[src/rtl/seven_seg_capture.sv]
// Captures a multiplexed four-digit seven-segment display back into a 16-bit hex word.
// Inputs are synchronized, debounced by a stability counter, decoded, and assembled into frames.
module seven_seg_capture #(
   parameter int CLK_FREQ      = 100_000_000,
   parameter int SETTLE_CYCLES = 16
) (
   input  logic        clk_i,
   input  logic        reset_ni,
   input  logic [6:0]  segs_i,
   input  logic [3:0]  anodes_i,
   input  logic        clear_i,
   output logic [15:0] data_o,
   output logic        valid_o,
   output logic        frame_o,
   output logic [1:0]  err_o
);

   localparam int             CW         = 16;
   localparam logic [CW-1:0]  SETTLE_MAX = CW'(SETTLE_CYCLES);
   localparam logic [CW-1:0]  SETTLE_M1  = CW'(SETTLE_CYCLES - 1);
   localparam logic [10:0]    SAMPLE_IDLE = 11'h7FF;

   // Returns {hit, nibble}; hit is 0 for any pattern outside the hex table.
   function automatic logic [4:0] decode_seg(input logic [6:0] seg);
      logic [4:0] res;
      case (seg)
         7'b1000000: res = 5'b1_0000;
         7'b1111001: res = 5'b1_0001;
         7'b0100100: res = 5'b1_0010;
         7'b0110000: res = 5'b1_0011;
         7'b0011001: res = 5'b1_0100;
         7'b0010010: res = 5'b1_0101;
         7'b0000010: res = 5'b1_0110;
         7'b1111000: res = 5'b1_0111;
         7'b0000000: res = 5'b1_1000;
         7'b0010000: res = 5'b1_1001;
         7'b0001000: res = 5'b1_1010;
         7'b0000011: res = 5'b1_1011;
         7'b1000110: res = 5'b1_1100;
         7'b0100001: res = 5'b1_1101;
         7'b0000110: res = 5'b1_1110;
         7'b0001110: res = 5'b1_1111;
         default:    res = 5'b0_0000;
      endcase
      return res;
   endfunction

   // Returns {single, index}; single is 1 only when exactly one anode is driven low.
   function automatic logic [2:0] anode_sel(input logic [3:0] an);
      logic [2:0] res;
      case (an)
         4'b1110: res = 3'b1_00;
         4'b1101: res = 3'b1_01;
         4'b1011: res = 3'b1_10;
         4'b0111: res = 3'b1_11;
         default: res = 3'b0_00;
      endcase
      return res;
   endfunction

   logic [10:0]   sync1_q, sync1_d;
   logic [10:0]   sync2_q, sync2_d;
   logic [10:0]   prev_q,  prev_d;
   logic [CW-1:0] cnt_q,   cnt_d;
   logic [15:0]   data_q,  data_d;
   logic [3:0]    mask_q,  mask_d;
   logic          valid_q, valid_d;
   logic          frame_q, frame_d;
   logic [1:0]    err_q,   err_d;

   logic          accept_s;
   logic [6:0]    seg_s;
   logic [3:0]    an_s;
   logic [4:0]    dec_s;
   logic [2:0]    sel_s;
   logic [3:0]    mask_next_s;

   assign seg_s = sync2_q[10:4];
   assign an_s  = sync2_q[3:0];
   assign dec_s = decode_seg(seg_s);
   assign sel_s = anode_sel(an_s);

   // Next-state logic: synchronizer, stability counter, decode and frame assembly.
   always_comb begin
      sync1_d     = {segs_i, anodes_i};
      sync2_d     = sync1_q;
      prev_d      = sync2_q;
      cnt_d       = cnt_q;
      data_d      = data_q;
      mask_d      = mask_q;
      valid_d     = valid_q;
      frame_d     = 1'b0;
      err_d       = err_q;
      mask_next_s = mask_q | (4'b0001 << sel_s[1:0]);

      // Accept fires exactly once, on the step from SETTLE_CYCLES-1 to SETTLE_CYCLES.
      accept_s = (sync2_q == prev_q) && (cnt_q == SETTLE_M1);

      if (clear_i) begin
         cnt_d = {CW{1'b0}};
      end else if (sync2_q != prev_q) begin
         cnt_d = {CW{1'b0}};
      end else if (cnt_q < SETTLE_MAX) begin
         cnt_d = cnt_q + {{(CW-1){1'b0}}, 1'b1};
      end else begin
         cnt_d = cnt_q;
      end

      if (clear_i) begin
         data_d  = 16'h0000;
         mask_d  = 4'b0000;
         valid_d = 1'b0;
         err_d   = 2'b00;
      end else if (accept_s) begin
         if (an_s == 4'b1111) begin
            data_d = data_q;
         end else if (!sel_s[2]) begin
            err_d[1] = 1'b1;
         end else if (!dec_s[4]) begin
            err_d[0] = 1'b1;
         end else begin
            data_d[{sel_s[1:0], 2'b00} +: 4] = dec_s[3:0];
            if (mask_next_s == 4'b1111) begin
               frame_d = 1'b1;
               valid_d = 1'b1;
               mask_d  = 4'b0000;
            end else begin
               mask_d  = mask_next_s;
            end
         end
      end else begin
         data_d = data_q;
      end
   end

   // State registers; reset parks the synchronizers at the blank/inactive pattern.
   always_ff @(posedge clk_i or negedge reset_ni) begin
      if (!reset_ni) begin
         sync1_q <= SAMPLE_IDLE;
         sync2_q <= SAMPLE_IDLE;
         prev_q  <= SAMPLE_IDLE;
         cnt_q   <= {CW{1'b0}};
         data_q  <= 16'h0000;
         mask_q  <= 4'b0000;
         valid_q <= 1'b0;
         frame_q <= 1'b0;
         err_q   <= 2'b00;
      end else begin
         sync1_q <= sync1_d;
         sync2_q <= sync2_d;
         prev_q  <= prev_d;
         cnt_q   <= cnt_d;
         data_q  <= data_d;
         mask_q  <= mask_d;
         valid_q <= valid_d;
         frame_q <= frame_d;
         err_q   <= err_d;
      end
   end

   assign data_o  = data_q;
   assign valid_o = valid_q;
   assign frame_o = frame_q;
   assign err_o   = err_q;

endmodule

[config.mk]
export PLATFORM = sky130hd
export DESIGN_NAME = seven_seg_capture
export DESIGN_NICKNAME = d
export VERILOG_FILES = /design/src/rtl/seven_seg_capture.sv
export SDC_FILE = /design/constraint.sdc
export NUM_CORES = 1
export LEC_CHECK = 0
export CAP_MARGIN = 40
export CORE_AREA = 3 3 63 109
export CTS_CLUSTER_DIAMETER = 120
export DETAILED_ROUTE_END_ITERATION = 10
export DIE_AREA = 0 0 66 112
export GPL_TIMING_DRIVEN = 0
export PLACE_DENSITY = 0.86
export SETUP_SLACK_MARGIN = 0.3
export SLEW_MARGIN = 10
export SYNTH_ARGS = -nofsm -noshare
export SYNTH_HDL_FRONTEND = slang
export SYNTH_SLANG_ARGS = --single-unit
[constraint.sdc]
create_clock -name clk_i -period 2.8 [get_ports clk_i]
set_input_delay 0.42 -clock clk_i [delete_from_list [all_inputs] [get_ports clk_i]]
set_output_delay 0.42 -clock clk_i [all_outputs]
set_load 0.01 [all_outputs]
==> flow_summary.yaml, run 1 <==
route:
  via_count: 2330
  via_per_inst: 5.534
  dr.pass1.iters: 4
  drt-wirelength-per-cell_microns: 14.98
  drc_errors: 0
  postRouteAntennaNets: 0
  drt_iter0_drc: 128
  routed_wirelength_microns: 6307
sta:
  clock.fmax_mhz: 409.1
  setup_viol: 0
  finalHoldViolations: 0
  period_share: 0.8731
  tns_ps: 0
  slew_headroom: 0.6479
  drv_slew: 0
  fin_worst_skew_ps: 8.568
  post-route-min-period_ps: 2445
  hold-worst-slack_ps: 345.3
  rsz0062_at_grt: "yes"
  worstMarginPinSlew_ps: 528.2
clock_network:
  clk_path_buf_depth: 2
  root_buffer: "clkbuf_8"
  cts.sinks: 73
  cts-buffers-inserted: 9
  h-tree-depth: 3
  clkTransAtPathRegs_ps: 80
  cts_tree: "built"
  clkLatencyLatePin_ps: 350
synth:
  ys_seq_area_frac: 0.5519
  synth_nets: 309
  synthCells: 287
  async_flop_share: 1.000
  ys_types: 58
  ys_seq_elements: 73
  synth_area_sq_um: 3384
  syn_avg_cell_area_sq_um: 11.79
  synth_flop_cell: "dfrtp_1"
  yosysWarnings: 0
  synth_top_area_share: 0.2957
  yosys.area.top_type: "dfrtp_1"
  synth_edf_count: 0
  synthTopCellsByArea: "dfrtp_1 (30%), dfstp_2 (26%), xor2_1 (4.1%), mux2i_1 (3.5%), ha_1 (3.0%)"
critical_path:
  r2r_cells: 10
  endpoint_kind: "flop"
  crit_arrival_ps: 2730
  worstReg2RegEnd: "mask_q[3]"
  startpoint_type: "flop"
  cp.required_ps: 3080
  critical_path_class: "reg -> reg"
  regToRegSetupSlack_ps: 360
  worstPathMaxFanout: 7
  r2r_start: "prev_d[3]"
placed_design:
  gp_congestion: 0.9185
  io_buffers: 32
  dp_hpwl_microns: 4449
  placed_area_sq_um: 3822
global_route:
  first_global_vias: 2341
  antenna_found_initial: 0
  grt_start_max_net_pins: 47
  grt.total_usage: 0.1961
  grt_pass1_wl_microns: 10850
  grt-ovfl-total: 0
finish:
  design_area_sq_um: 4130
  fin_util: 0.6734
  fillers: 438
  layout-drive-gt1-share: 0.2669
  diodes: 0
  final_cell_mix: "dfrtp_1 (40), dfstp_2 (33), clkdlybuf4s50_1 (31)"
  mostFrequentLayoutCell: "dfrtp_1"
  fin_nets: 358
  area_growth_pct: 22.03
floorplanning:
  die_h_microns: 112
  fp.coreArea_sq_um: 6133
  start_util: 0.5518
  rows: 38
  dieArea_sq_um: 7392
  io-pin-count: 34
  die_w_microns: 66
worst_hold_path:
  hold_class: "reg -> reg"
  hold_end: "prev_d[10]"
  hold_depth: 0
  worstHoldStart: "sync1_q[10]"
power_and_ir_drop:
  p_total_uw: 2103
  power_density_nw_per_um2: 509.1
  p_leak_uw: 0.001862
  ir_worst_vdd_uv: 362.3
flow_run:
  cap_violations: 0
run_status:
  status: "complete, no violations"
[logic make-up after synthesis]
logic type                 share of synthesized area
AOI/OAI and AO/OA                            0.08207
DFF                                           0.5519
and+or+nand+nor                               0.2111
muxes                                        0.03549
buffers and inverters                        0.04029
xor gates and xnor gates                     0.04658
adders and majority gates                    0.03253
[power breakdown]
| part | internal (uW) | switching (uW) |
|---|---|---|
| registers | 1100 | 16.6 |
| clock network | 426 | 384 |
| logic | 76.0 | 102 |
[registers in the layout (all words and copies together), names as in the netlist]
name and cells:
prev_d 11, mask_q 4, prev_q 11, cnt_q 16, valid_o 1, frame_o 1, err_o 2, sync1_q 11
data_o 16
[how the worst max path moves through the flow]
stage / start / end / slack [ps]
finish: prev_d[3] / mask_q[3] / 360
detailed placement: prev_d[0] / data_o[0] / 70
CTS: prev_d[3] / data_o[7] / 300
floorplan: prev_d[1] / data_o[0] / 560
global placement: reset_ni / cnt_q[6] / -890
global route: prev_d[3] / mask_q[3] / 210
[final cells by class]
cell class	count	area [sq um]	share of cell area
Buffer	17	108.9	0.02636
Clock buffer	12	177.7	0.04302
Clock inverter	4	21.27	0.005150
Inverter	9	37.54	0.009088
Multi-Input combinational cell	188	1439	0.3484
Sequential cell	73	1868	0.4523
Tap cell	80	100.1	0.02424
Timing Repair Buffer	38	377.9	0.09149
[cell usage after synthesis, types with 2 or more instances]
master / count
and2_1: 12
nor4_1: 5
dfrtp_1: 40
nor4b_1: 2
xor2_1: 16
nand4_2: 2
a21oi_1: 4
clkbuf_1: 5
a31oi_1: 6
nand3_1: 7
xnor2_1: 2
o21ai_0: 2
nor3b_1: 3
buf_6: 3
nand2b_1: 16
inv_1: 9
buf_4: 2
ha_1: 8
o22ai_1: 3
and3_1: 3
nor2_1: 11
nand2_1: 20
dfstp_2: 33
nor3_1: 10
and4b_1: 2
buf_2: 7
nor2b_1: 3
a311oi_1: 4
nand4_1: 3
a21boi_0: 2
a21o_1: 4
mux2i_1: 12
[routing by layer]
| layer | GRT usage | part of all wire | vias up |
|---|---|---|---|
| li1 | - | - | 1095 |
| met1 | 0.2118 | 0.37 | 1135 |
| met2 | 0.3264 | 0.54 | 80 |
| met3 | 0.05146 | 0.050 | 20 |
| met4 | 0.1316 | 0.046 | 0 |
| met5 | 0 | 0 | - |
[metrics by stage]
stage	setup WS [ps]	instances
floorplan	556.4	287
global placement	-891.2	399
detailed placement	65.07	400
CTS	300.0	417
global route	208.5	421
finish	355.4	421
[repair_timing]
item / in CTS / in global routing
buffers inserted: 0 / 4
endpoints found under the setup margin: 8 / 12
hold buffers: 1 / 0
pin swaps: 1 / 1
endpoints found under the hold margin: 20 / 0
gates resized for setup: 4 / 12
[critical path, cell delays in order, from the launching register on]
cell	delay [ps]
dfstp_2	540
clkbuf_4	180
xor2_1	150
and3_4	250
clkinvlp_4	160
buf_4	180
ha_1	200
o22ai_1	180
nor2_1	100
a31oi_2	250
a21boi_1	180
No activity file was read; power rests on OpenSTA's default activity.
==> run 2, diff against run 1 <==
- CAP_MARGIN: 40 -> default
- PLACE_DENSITY: 0.86 -> default
- PLACE_DENSITY_LB_ADDON: default -> 0.05
- REMOVE_ABC_BUFFERS: default -> 1
==> flow_summary.yaml, run 2 (synthesized netlist as in run 1, its figures left out) <==
run_status:
  status: "complete, no violations"
floorplanning:
  die_h_microns: 112
  die_w_microns: 66
  rows: 38
  fp.coreArea_sq_um: 6133
  io-pin-count: 34
  dieArea_sq_um: 7392
  start_util: 0.5518
sta:
  rsz0062_at_grt: "no"
  clock.fmax_mhz: 426.2
  setup_ws_ps: 453.5
  setup_viol: 0
  finalHoldViolations: 0
  period_share: 0.8380
  fin_worst_skew_ps: 11.73
  drv_slew: 0
  slew_headroom: 0.3130
  tns_ps: 0
  post-route-min-period_ps: 2346
  worstMarginPinSlew_ps: 1027
worst_hold_path:
  hold_class: "reg -> reg"
power_and_ir_drop:
  power.share.sequential: 0.553
  p_total_uw: 2055
  p_leak_uw: 0.001804
  switching_share: 0.2387
  switchingPower_uw: 490.6
  p_int_uw: 1565
  power_frac_comb: 0.067
  power_density_nw_per_um2: 510.7
  power_frac_clock: 0.380
  ir_worst_vdd_uv: 379.7
clock_network:
  cts_tree: "built"
  root_buffer: "clkbuf_8"
  cts.sinks: 73
  h-tree-depth: 3
  clkLatencyLatePin_ps: 350
  clk_path_buf_depth: 2
  clkTransAtPathRegs_ps: 70
  cts-buffers-inserted: 9
route:
  wl_met1_microns: 2462
  via_per_inst: 5.408
  drc_errors: 0
  drt_iter0_drc: 115
  via_count: 2201
  dr.pass1.iters: 4
  drt-wirelength-per-cell_microns: 14.68
  postRouteAntennaNets: 0
  routed_wirelength_microns: 5975
  top_layer: "met4"
  met3_length_microns: 196
  wl_met2_microns: 3188
critical_path:
  regToRegSetupSlack_ps: 450
  cpMaxStageDelayCell: "dfstp_2"
  worstPathMaxFanout: 12
  startpoint_type: "flop"
  timing.critical_path.cells: "nor3b_4 -> nand2_1 -> o311ai_4 -> or2_4 -> nand4_2 -> mux2i_1"
  endpoint_kind: "flop"
  critPathMaxStageDelay_ps: 650
  cp_top_family: "simple AND/OR/NAND/NOR gates"
  cp.required_ps: 3030
  crit_buf_inv: 0
  crit_arrival_ps: 2570
  critical_path_class: "reg -> reg"
finish:
  mostFrequentLayoutCell: "dfrtp_1"
  layout-drive-gt1-share: 0.2324
  diodes: 0
  final_cell_mix: "dfrtp_1 (40), clkdlybuf4s50_1 (32), dfstp_2 (31)"
  fin_nets: 344
  design_area_sq_um: 4024
  area_growth_pct: 18.89
global_route:
  grt.total_usage: 0.1843
  grt_start_max_net_pins: 46
  antenna_found_initial: 0
  grt-ovfl-total: 0
  grt_pass1_wl_microns: 10290
  first_global_vias: 2159
flow_run:
  cap_violations: 0
placed_design:
  placed_area_sq_um: 3730
  io_buffers: 33
  place_ws_ps: 91.11
  dp_hpwl_microns: 4120
  gp_congestion: 0.7909
-- run 2: cell types whose count changed in the layout (fill, tap and decap cells not counted), sizes merged --
cell           delta
buf               -8
inv               +3
clkbuf            -6
clkdlybuf4s50     +1
clkinv            -3
clkinvlp          -1
-- run 2: worst paths after layout --
path                             from        end  cells after the start
max in group asynchronous    reset_ni  prev_d[2]                      3
setup reg to reg            prev_d[9]  data_o[3]                      6
min in group asynchronous    reset_ni  data_o[8]                      2
hold / removal             sync1_q[2]  prev_d[2]                      0
hold reg to reg            sync1_q[2]  prev_d[2]                      0
setup / recovery            prev_d[9]  data_o[3]                      6
-- run 2: area by class of cell --
type	instances	area [sq um]
clock inverters	3	18.77
well taps	80	100.1
repair buffers	41	402.9
flip-flops and latches	73	1876
fillers	490	2110
clock buffers	13	170.2
inverters	9	33.78
multi-input cells	188	1423
-- run 2: timing repair --
action / in CTS / in global routing
setup buffers: 0 / 6
cloned: 0 / 0
pin swaps: 0 / 2
resized for setup: 1 / 11
endpoints found under the hold margin: 3 / 0
hold buffers: 1 / 0
endpoints found under the setup margin: 4 / 20
-- run 2: metal layers --
layer  vias to the layer above  track usage
li1                       1067            -
met1                      1085       0.2185
met2                        39       0.3103
met3                        10      0.03935
met4                         0      0.08955
met5                         -            0
-- run 2: power by group through the flow --
stage               registers [uW]  clock network [uW]  logic (uW)
floorplan                     1140                   0        68.4
global placement              1150                   0         122
detailed placement            1150                   0         129
CTS                           1130                 806         132
global route                  1140                 857         154
finish                        1140                 781         138
-- run 2: metrics by stage --
stage	utilization	hold WS (ps)	instances
final	0.6561	355.9	407
after floorplan	-	124.4	270
after global placement	0.6053	345.4	383
after global routing	0.6561	363.0	407
after CTS	0.6416	357.5	401
after detailed placement	0.6081	347.0	384
-- run 2: worst register-to-register path, stage by stage, from the launching register on --
cell	delay (ps)
dfstp_2	650
nor3b_4	320
nand2_1	140
o311ai_4	370
or2_4	300
nand4_2	270
mux2i_1	190
